[config.mk]
export PLATFORM = sky130hd
export DESIGN_NAME = x_ram_dp_init_flat
export DESIGN_NICKNAME = d
export VERILOG_FILES = /design/src/rtl/x_ram_dp_init_pkg.sv /design/src/rtl/x_ram_dp_init_if.sv /design/src/rtl/x_ram_dp_init_fill_ctrl.sv /design/src/rtl/x_ram_dp_init.sv /design/src/flat_wrapper.sv
export SDC_FILE = /design/constraint.sdc
export NUM_CORES = 1
export LEC_CHECK = 0
export ABC_AREA = 1
export ABC_CLOCK_PERIOD_IN_PS = 2100
export CORE_MARGIN = 1
export CORE_UTILIZATION = 45
export CTS_CLUSTER_SIZE = 12
export DETAILED_ROUTE_END_ITERATION = 8
export PLACE_DENSITY = 0.67
export SLEW_MARGIN = 20
export SYNTH_ARGS = -nofsm -noshare
export SYNTH_HDL_FRONTEND = slang
export SYNTH_HIERARCHICAL = 1
export SYNTH_SLANG_ARGS = --single-unit
[constraint.sdc]
create_clock -name CLK -period 2.1 [get_ports CLK]
set_input_delay 0.525 -clock CLK [delete_from_list [all_inputs] [get_ports CLK]]
set_output_delay 0.525 -clock CLK [all_outputs]
set_load 0.01 [all_outputs]
[src/rtl/x_ram_dp_init_pkg.sv]
// Shared types and parameter limits for the dual-port distributed RAM with fill engine.
package x_ram_pkg;

  // Fill engine states: FILL writes INIT across the array, IDLE serves user writes.
  typedef enum logic {
    FILL = 1'b0,
    IDLE = 1'b1
  } fill_state_t;

  localparam int WIDTH_MIN  = 1;
  localparam int WIDTH_MAX  = 64;
  localparam int ADDR_W_MIN = 1;
  localparam int ADDR_W_MAX = 8;

  // True when both geometry parameters are inside the supported ranges.
  function automatic bit params_ok(input int width, input int addr_w);
    return (width >= WIDTH_MIN) && (width <= WIDTH_MAX) &&
           (addr_w >= ADDR_W_MIN) && (addr_w <= ADDR_W_MAX);
  endfunction

endpackage

[src/rtl/x_ram_dp_init_if.sv]
// Bus bundle for the RAM: port A write/read-back, port B read, fill control and status.
interface x_ram_dp_init_if #(
  parameter int WIDTH  = 1,
  parameter int ADDR_W = 4
);
  logic              CLR;
  logic              WE;
  logic [ADDR_W-1:0] WADR;
  logic [WIDTH-1:0]  I;
  logic [ADDR_W-1:0] RADR;
  logic [WIDTH-1:0]  SPO;
  logic [WIDTH-1:0]  DPO;
  logic              READY;

  modport master (
    output CLR, WE, WADR, I, RADR,
    input  SPO, DPO, READY
  );

  modport slave (
    input  CLR, WE, WADR, I, RADR,
    output SPO, DPO, READY
  );
endinterface

[src/rtl/x_ram_dp_init_fill_ctrl.sv]
// Fill engine: walks every address once after reset or CLR, then raises READY.
module x_ram_fill_ctrl
  import x_ram_pkg::*;
#(
  parameter int ADDR_W = 4
) (
  input  logic              CLK,
  input  logic              RSTN,
  input  logic              CLR,
  output logic              fill_we,
  output logic [ADDR_W-1:0] fill_addr,
  output logic              ready
);

  fill_state_t       state;
  fill_state_t       state_next;
  logic [ADDR_W-1:0] cnt;
  logic [ADDR_W-1:0] cnt_next;
  logic              ready_next;

  // State, fill counter and READY registers; reset restarts the fill from address 0.
  always_ff @(posedge CLK or negedge RSTN) begin
    if (!RSTN) begin
      state <= FILL;
      cnt   <= '0;
      ready <= 1'b0;
    end else begin
      state <= state_next;
      cnt   <= cnt_next;
      ready <= ready_next;
    end
  end

  // Next-state logic: CLR always restarts at 0; the write to the last address ends the fill.
  always_comb begin
    state_next = state;
    cnt_next   = cnt;
    ready_next = ready;
    unique case (state)
      FILL: begin
        if (CLR) begin
          cnt_next = '0;
        end else begin
          cnt_next = cnt + 1'b1;
          if (cnt == '1) begin
            state_next = IDLE;
            ready_next = 1'b1;
          end
        end
      end
      IDLE: begin
        if (CLR) begin
          state_next = FILL;
          cnt_next   = '0;
          ready_next = 1'b0;
        end
      end
      default: state_next = FILL;
    endcase
  end

  // Hold off array writes while reset is asserted so memory contents are left untouched.
  assign fill_we   = (state == FILL) && RSTN;
  assign fill_addr = cnt;

endmodule

[src/rtl/x_ram_dp_init.sv]
// Parametrised dual-port distributed RAM with a built-in INIT fill engine.
module x_ram_dp_init
  import x_ram_pkg::*;
#(
  parameter int               WIDTH   = 1,
  parameter int               ADDR_W  = 4,
  parameter logic [WIDTH-1:0] INIT    = '0,
  parameter bit               OUT_REG = 1'b0
) (
  input logic             CLK,
  input logic             RSTN,
  x_ram_dp_init_if.slave  bus
);

  localparam int DEPTH = 1 << ADDR_W;

  if (!params_ok(WIDTH, ADDR_W)) begin : g_param_err
    $error("x_ram_dp_init: WIDTH=%0d or ADDR_W=%0d out of range", WIDTH, ADDR_W);
  end

  logic [WIDTH-1:0]  mem [DEPTH];
  logic              fill_we;
  logic [ADDR_W-1:0] fill_addr;
  logic              ready;
  logic              user_we;
  logic              wr_en;
  logic [ADDR_W-1:0] wr_addr;
  logic [WIDTH-1:0]  wr_data;
  logic [WIDTH-1:0]  spo_raw;
  logic [WIDTH-1:0]  dpo_raw;

  x_ram_fill_ctrl #(
    .ADDR_W (ADDR_W)
  ) u_fill (
    .CLK       (CLK),
    .RSTN      (RSTN),
    .CLR       (bus.CLR),
    .fill_we   (fill_we),
    .fill_addr (fill_addr),
    .ready     (ready)
  );

  // User writes only land once the fill is done, and a CLR edge swallows them.
  assign user_we = bus.WE && ready && !bus.CLR;
  assign wr_en   = fill_we || user_we;
  assign wr_addr = fill_we ? fill_addr : bus.WADR;
  assign wr_data = fill_we ? INIT : bus.I;

  // Single write port shared between the fill engine and port A.
  always_ff @(posedge CLK) begin
    if (wr_en) begin
      mem[wr_addr] <= wr_data;
    end
  end

  assign spo_raw = mem[bus.WADR];
  assign dpo_raw = mem[bus.RADR];

  if (OUT_REG) begin : g_out_reg
    logic [WIDTH-1:0] spo_q;
    logic [WIDTH-1:0] dpo_q;

    // Read-first output registers: they sample the array before a same-edge write lands.
    always_ff @(posedge CLK or negedge RSTN) begin
      if (!RSTN) begin
        spo_q <= '0;
        dpo_q <= '0;
      end else begin
        spo_q <= ready ? spo_raw : '0;
        dpo_q <= ready ? dpo_raw : '0;
      end
    end

    // Gate again so the outputs drop the same edge READY falls after a CLR.
    assign bus.SPO = ready ? spo_q : '0;
    assign bus.DPO = ready ? dpo_q : '0;
  end else begin : g_out_comb
    assign bus.SPO = ready ? spo_raw : '0;
    assign bus.DPO = ready ? dpo_raw : '0;
  end

  assign bus.READY = ready;

endmodule
[src/flat_wrapper.sv]
// flat-port wrapper written by rule: the top's interface ports become plain ports
module x_ram_dp_init_flat import x_ram_pkg::*;
#(
  parameter int               WIDTH   = 1,
  parameter int               ADDR_W  = 4,
  parameter logic [WIDTH-1:0] INIT    = '0,
  parameter bit               OUT_REG = 1'b0
)
  (CLK, RSTN, bus_CLR, bus_WE, bus_WADR, bus_I, bus_RADR, bus_SPO, bus_DPO, bus_READY);
  x_ram_dp_init_if #(.WIDTH(WIDTH), .ADDR_W(ADDR_W)) bus_i ();
  input logic CLK;
  input logic RSTN;
  input wire logic [$bits(bus_i.CLR)-1:0] bus_CLR;
  input wire logic [$bits(bus_i.WE)-1:0] bus_WE;
  input wire logic [$bits(bus_i.WADR)-1:0] bus_WADR;
  input wire logic [$bits(bus_i.I)-1:0] bus_I;
  input wire logic [$bits(bus_i.RADR)-1:0] bus_RADR;
  output wire logic [$bits(bus_i.SPO)-1:0] bus_SPO;
  output wire logic [$bits(bus_i.DPO)-1:0] bus_DPO;
  output wire logic [$bits(bus_i.READY)-1:0] bus_READY;
  assign bus_i.CLR = bus_CLR;
  assign bus_i.WE = bus_WE;
  assign bus_i.WADR = bus_WADR;
  assign bus_i.I = bus_I;
  assign bus_i.RADR = bus_RADR;
  assign bus_SPO = bus_i.SPO;
  assign bus_DPO = bus_i.DPO;
  assign bus_READY = bus_i.READY;
  x_ram_dp_init #(.WIDTH(WIDTH), .ADDR_W(ADDR_W), .INIT(INIT), .OUT_REG(OUT_REG)) u_core (.CLK(CLK), .RSTN(RSTN), .bus(bus_i));
endmodule
==> results.sh <==
export IMPL_h_tree_depth=1
export IMPL_num_vias=1223
export IMPL_grt_pass1_vias=1221
export IMPL_first_iter_violations=83
export IMPL_internal_power_uw=802
export IMPL_die_area_um2=3140
export IMPL_p_seq_share_pct=47.4
export IMPL_chipWidth_um=56.1
export IMPL_nets=225
export IMPL_setup_viol=0
export IMPL_min_period_over_period_pct=97.2
export IMPL_critical_path_buf_inv_count=3
export IMPL_reg2reg_depth=6
export IMPL_p_comb_share_pct=24.0
export IMPL_leakagePower_nw=0.826
export IMPL_slew_headroom_pct=73.8
export IMPL_setup_tns_final_ns=0
export IMPL_cts_buffer_depth=2
export IMPL_rows=19
export IMPL_arrival_ns=1.52
export IMPL_yosys_area_top_type="edfxtp_1"
export IMPL_hold_viol_final=0
export IMPL_path_class="in -> out"
export IMPL_layout_drive_gt1_share_pct=19.0
export IMPL_pin_count=16
export IMPL_grt_pass1_wl_um=5260
export IMPL_dr_pass1_iters=4
export IMPL_syn_num_nets=195
export IMPL_cpMostUsedCell="nand3_1"
export IMPL_placed_cells=237
export IMPL_drcViolationCount=0
export IMPL_power_density_nw_per_um2=663
export IMPL_dieHeight_um=56.1
export IMPL_synth_avg_cell_area_um2=7.27
export IMPL_worstPathCellList="dlygate4sd2_1 -> buf_6 -> nand2_1 -> nand3_1 -> nand3_1 -> nand3_2 -> a21oi_2 -> buf_2"
export IMPL_post_dp_hpwl_um=2400
export IMPL_avgViaCountPerCell=5.07
export IMPL_clk_pin_slew_ns=0.12
export IMPL_p_sw_uw=320
export IMPL_layout_min_cycle_time_ns=2.04
export IMPL_gp_congestion=0.946
export IMPL_critPathMaxFanout=9
export IMPL_max_freq_mhz=490
export IMPL_maxCapViolCount=0
export IMPL_cpMaxStageDelayCell="dlygate4sd2_1"
export IMPL_cp_depth=8
export IMPL_ctsHoldBuffers=0
export IMPL_io_buffers=15
export IMPL_synth_cell_types=18
export IMPL_syn_to_final_growth_pct=28.6
export IMPL_fin_hold_ws_ns=0.508
export IMPL_hold_path_class="in -> async"
export IMPL_required_ns=1.57
export IMPL_initial_core_util_pct=47.7
export IMPL_cts_tree="yes"
export IMPL_syn_area_um2=1320
export IMPL_slew_violations=0
export IMPL_yosysWarnings=6
export IMPL_ys_seq_area_share_pct=48.0
export IMPL_end_kind="output pin"
export IMPL_core_area_um2=2760
export IMPL_critical_path_top_delay_family="buffers and inverters"
export IMPL_avgRoutedWirePerCell_um=12.7
export IMPL_cts_sinks=22
export IMPL_worstMarginPinSlew_ns=0.389
export IMPL_p_clk_share_pct=28.6
export IMPL_fin_skew_ns=0.0101
export IMPL_cts_inserted_buffers=3
export IMPL_worstSkewPairLatency_ns=0.31
export IMPL_n_fill_cell=253
export IMPL_p_sw_share_pct=28.5
export IMPL_overflow=0
export IMPL_netlist_instances=181
export IMPL_outcome="finished, final reports clean"
export IMPL_synth_top_area_share_pct=36.5
export IMPL_ys_ff_latch=22
export IMPL_final_util_pct=61.3
export IMPL_start_kind="input pin"
export IMPL_final_cells=241
export IMPL_antenna_found_initial=0
export IMPL_ir_drop_mv=0.521
export IMPL_ant_nets=0
export IMPL_grt_usage_pct=21.6
export IMPL_totalWireLength_um=3070
export IMPL_clock_tree_root_cell="clkbuf_4"
export IMPL_grt_max_degree=17
export IMPL_diodes=0
export IMPL_yosys_top_cells_area="edfxtp_1 (37%), nand2_1 (13%), nand3_1 (13%)"
export IMPL_cp_slowest_stage_delay_ns=0.26
[cell usage after synthesis]
master and n:
nor2_1 24, o21ai_1 1, nand3_1 33, edfxtp_1 16, o21ai_2 1, o21ai_0 5, nand2_2 1, inv_2 3
nand2_1 46, buf_2 2, dfrtp_1 6, ha_1 1, or2_0 1, nor2_2 1, inv_1 32, nand3b_1 1
or2_1 2, a21oi_1 5
[registers in the layout, indices dropped and copies added, names as in the netlist]
signal and flops:
u_core/u_fill/state 1, u_core/mem 16, u_core/u_fill/fill_addr 4, u_core/u_fill/ready 1
[layer usage]
| metal | global-route usage (%) | part of all wire, % | vias up |
|---|---|---|---|
| met3 | 3.26 | 3.8 | 10 |
| met1 | 28.0 | 47 | 550 |
| met5 | 0 | 0 | - |
| li1 | - | - | 628 |
| met2 | 35.4 | 47 | 35 |
| met4 | 10.1 | 1.9 | 0 |
[cells in the final DEF (no fill, tap or decap), drive strengths merged, types with 3 or more instances in the layout]
cell	n
edfxtp	16
clkdlybuf4s50	7
inv	35
nand3	33
or2	3
dlygate4sd2	4
a21oi	5
o21ai	7
nor2	25
nand2	47
buf	14
dfrtp	6
clkbuf	3
[stage by stage]
step	setup slack, ns	area, um2	power, mW
after global placement	-0.538	1580	0.787
after detailed placement	-0.597	1580	0.795
after CTS	0.0121	1630	1.12
after floorplan	0.284	1320	0.701
after global routing	-0.0151	1690	1.18
final	0.0578	1690	1.12
[power groups by stage]
stage	clock, mW	combinational [mW]	sequential, mW
2_1_floorplan	0	0.166	0.535
3_3_place_gp	0	0.246	0.541
3_5_place_dp	0	0.254	0.541
4_1_cts	0.330	0.256	0.531
5_1_grt	0.342	0.301	0.539
6_report	0.321	0.269	0.532
[kinds of logic (layout without fill, tap and decap cells)]
group	count (synthesis)	in the layout	share of synthesized area [%]
adder cells (fa/ha/maj)	1	1	0.951
AO/OA/AOI/OAI	12	12	4.85
AND/OR/NAND/NOR	109	109	35.5
buffers and inverters	37	66	10.8
flip-flops	22	22	48.0
[worst reg2reg max path: cells and delay by family (launching register included)]
kind | cells | cell delay [ns]
simple gates | 4 | 0.75
buf+inv | 1 | 0.06
compound gates | 1 | 0.15
flops | 1 | 0.48
[cell type report]
cell class	instances	area, um2	share of cell area, %
clock buffers	3	22.5	1.33
clock inverters	1	30.0	1.78
inverters	35	131	7.77
multi-input cells	122	603	35.7
flip-flops and latches	22	631	37.3
well taps	31	38.8	2.29
repair buffers	27	235	13.9
[what timing repair did]
item                                   4_1_cts  5_1_grt
buffers inserted                             0        0
setup endpoints to repair                    2       18
pin swaps                                    1        6
gates resized for setup                     20       15
endpoints found under the hold margin        0        0
[worst paths after layout]
check | from | endpoint | slack [ns]
worst min register to register | u_core/u_fill/fill_addr[0] | u_core/u_fill/fill_addr[0] | 0.53
worst min-delay path | RSTN | u_core/u_fill/state | 0.51
min in group CLK | u_core/u_fill/fill_addr[0] | u_core/u_fill/fill_addr[0] | 0.53
max in group asynchronous | RSTN | u_core/u_fill/fill_addr[3] | 1.48
worst max register to register | u_core/u_fill/state | u_core/mem[12] | 0.36
worst max-delay path | bus_WADR[0] | bus_SPO | 0.06
(Power assumes the default switching activity.)
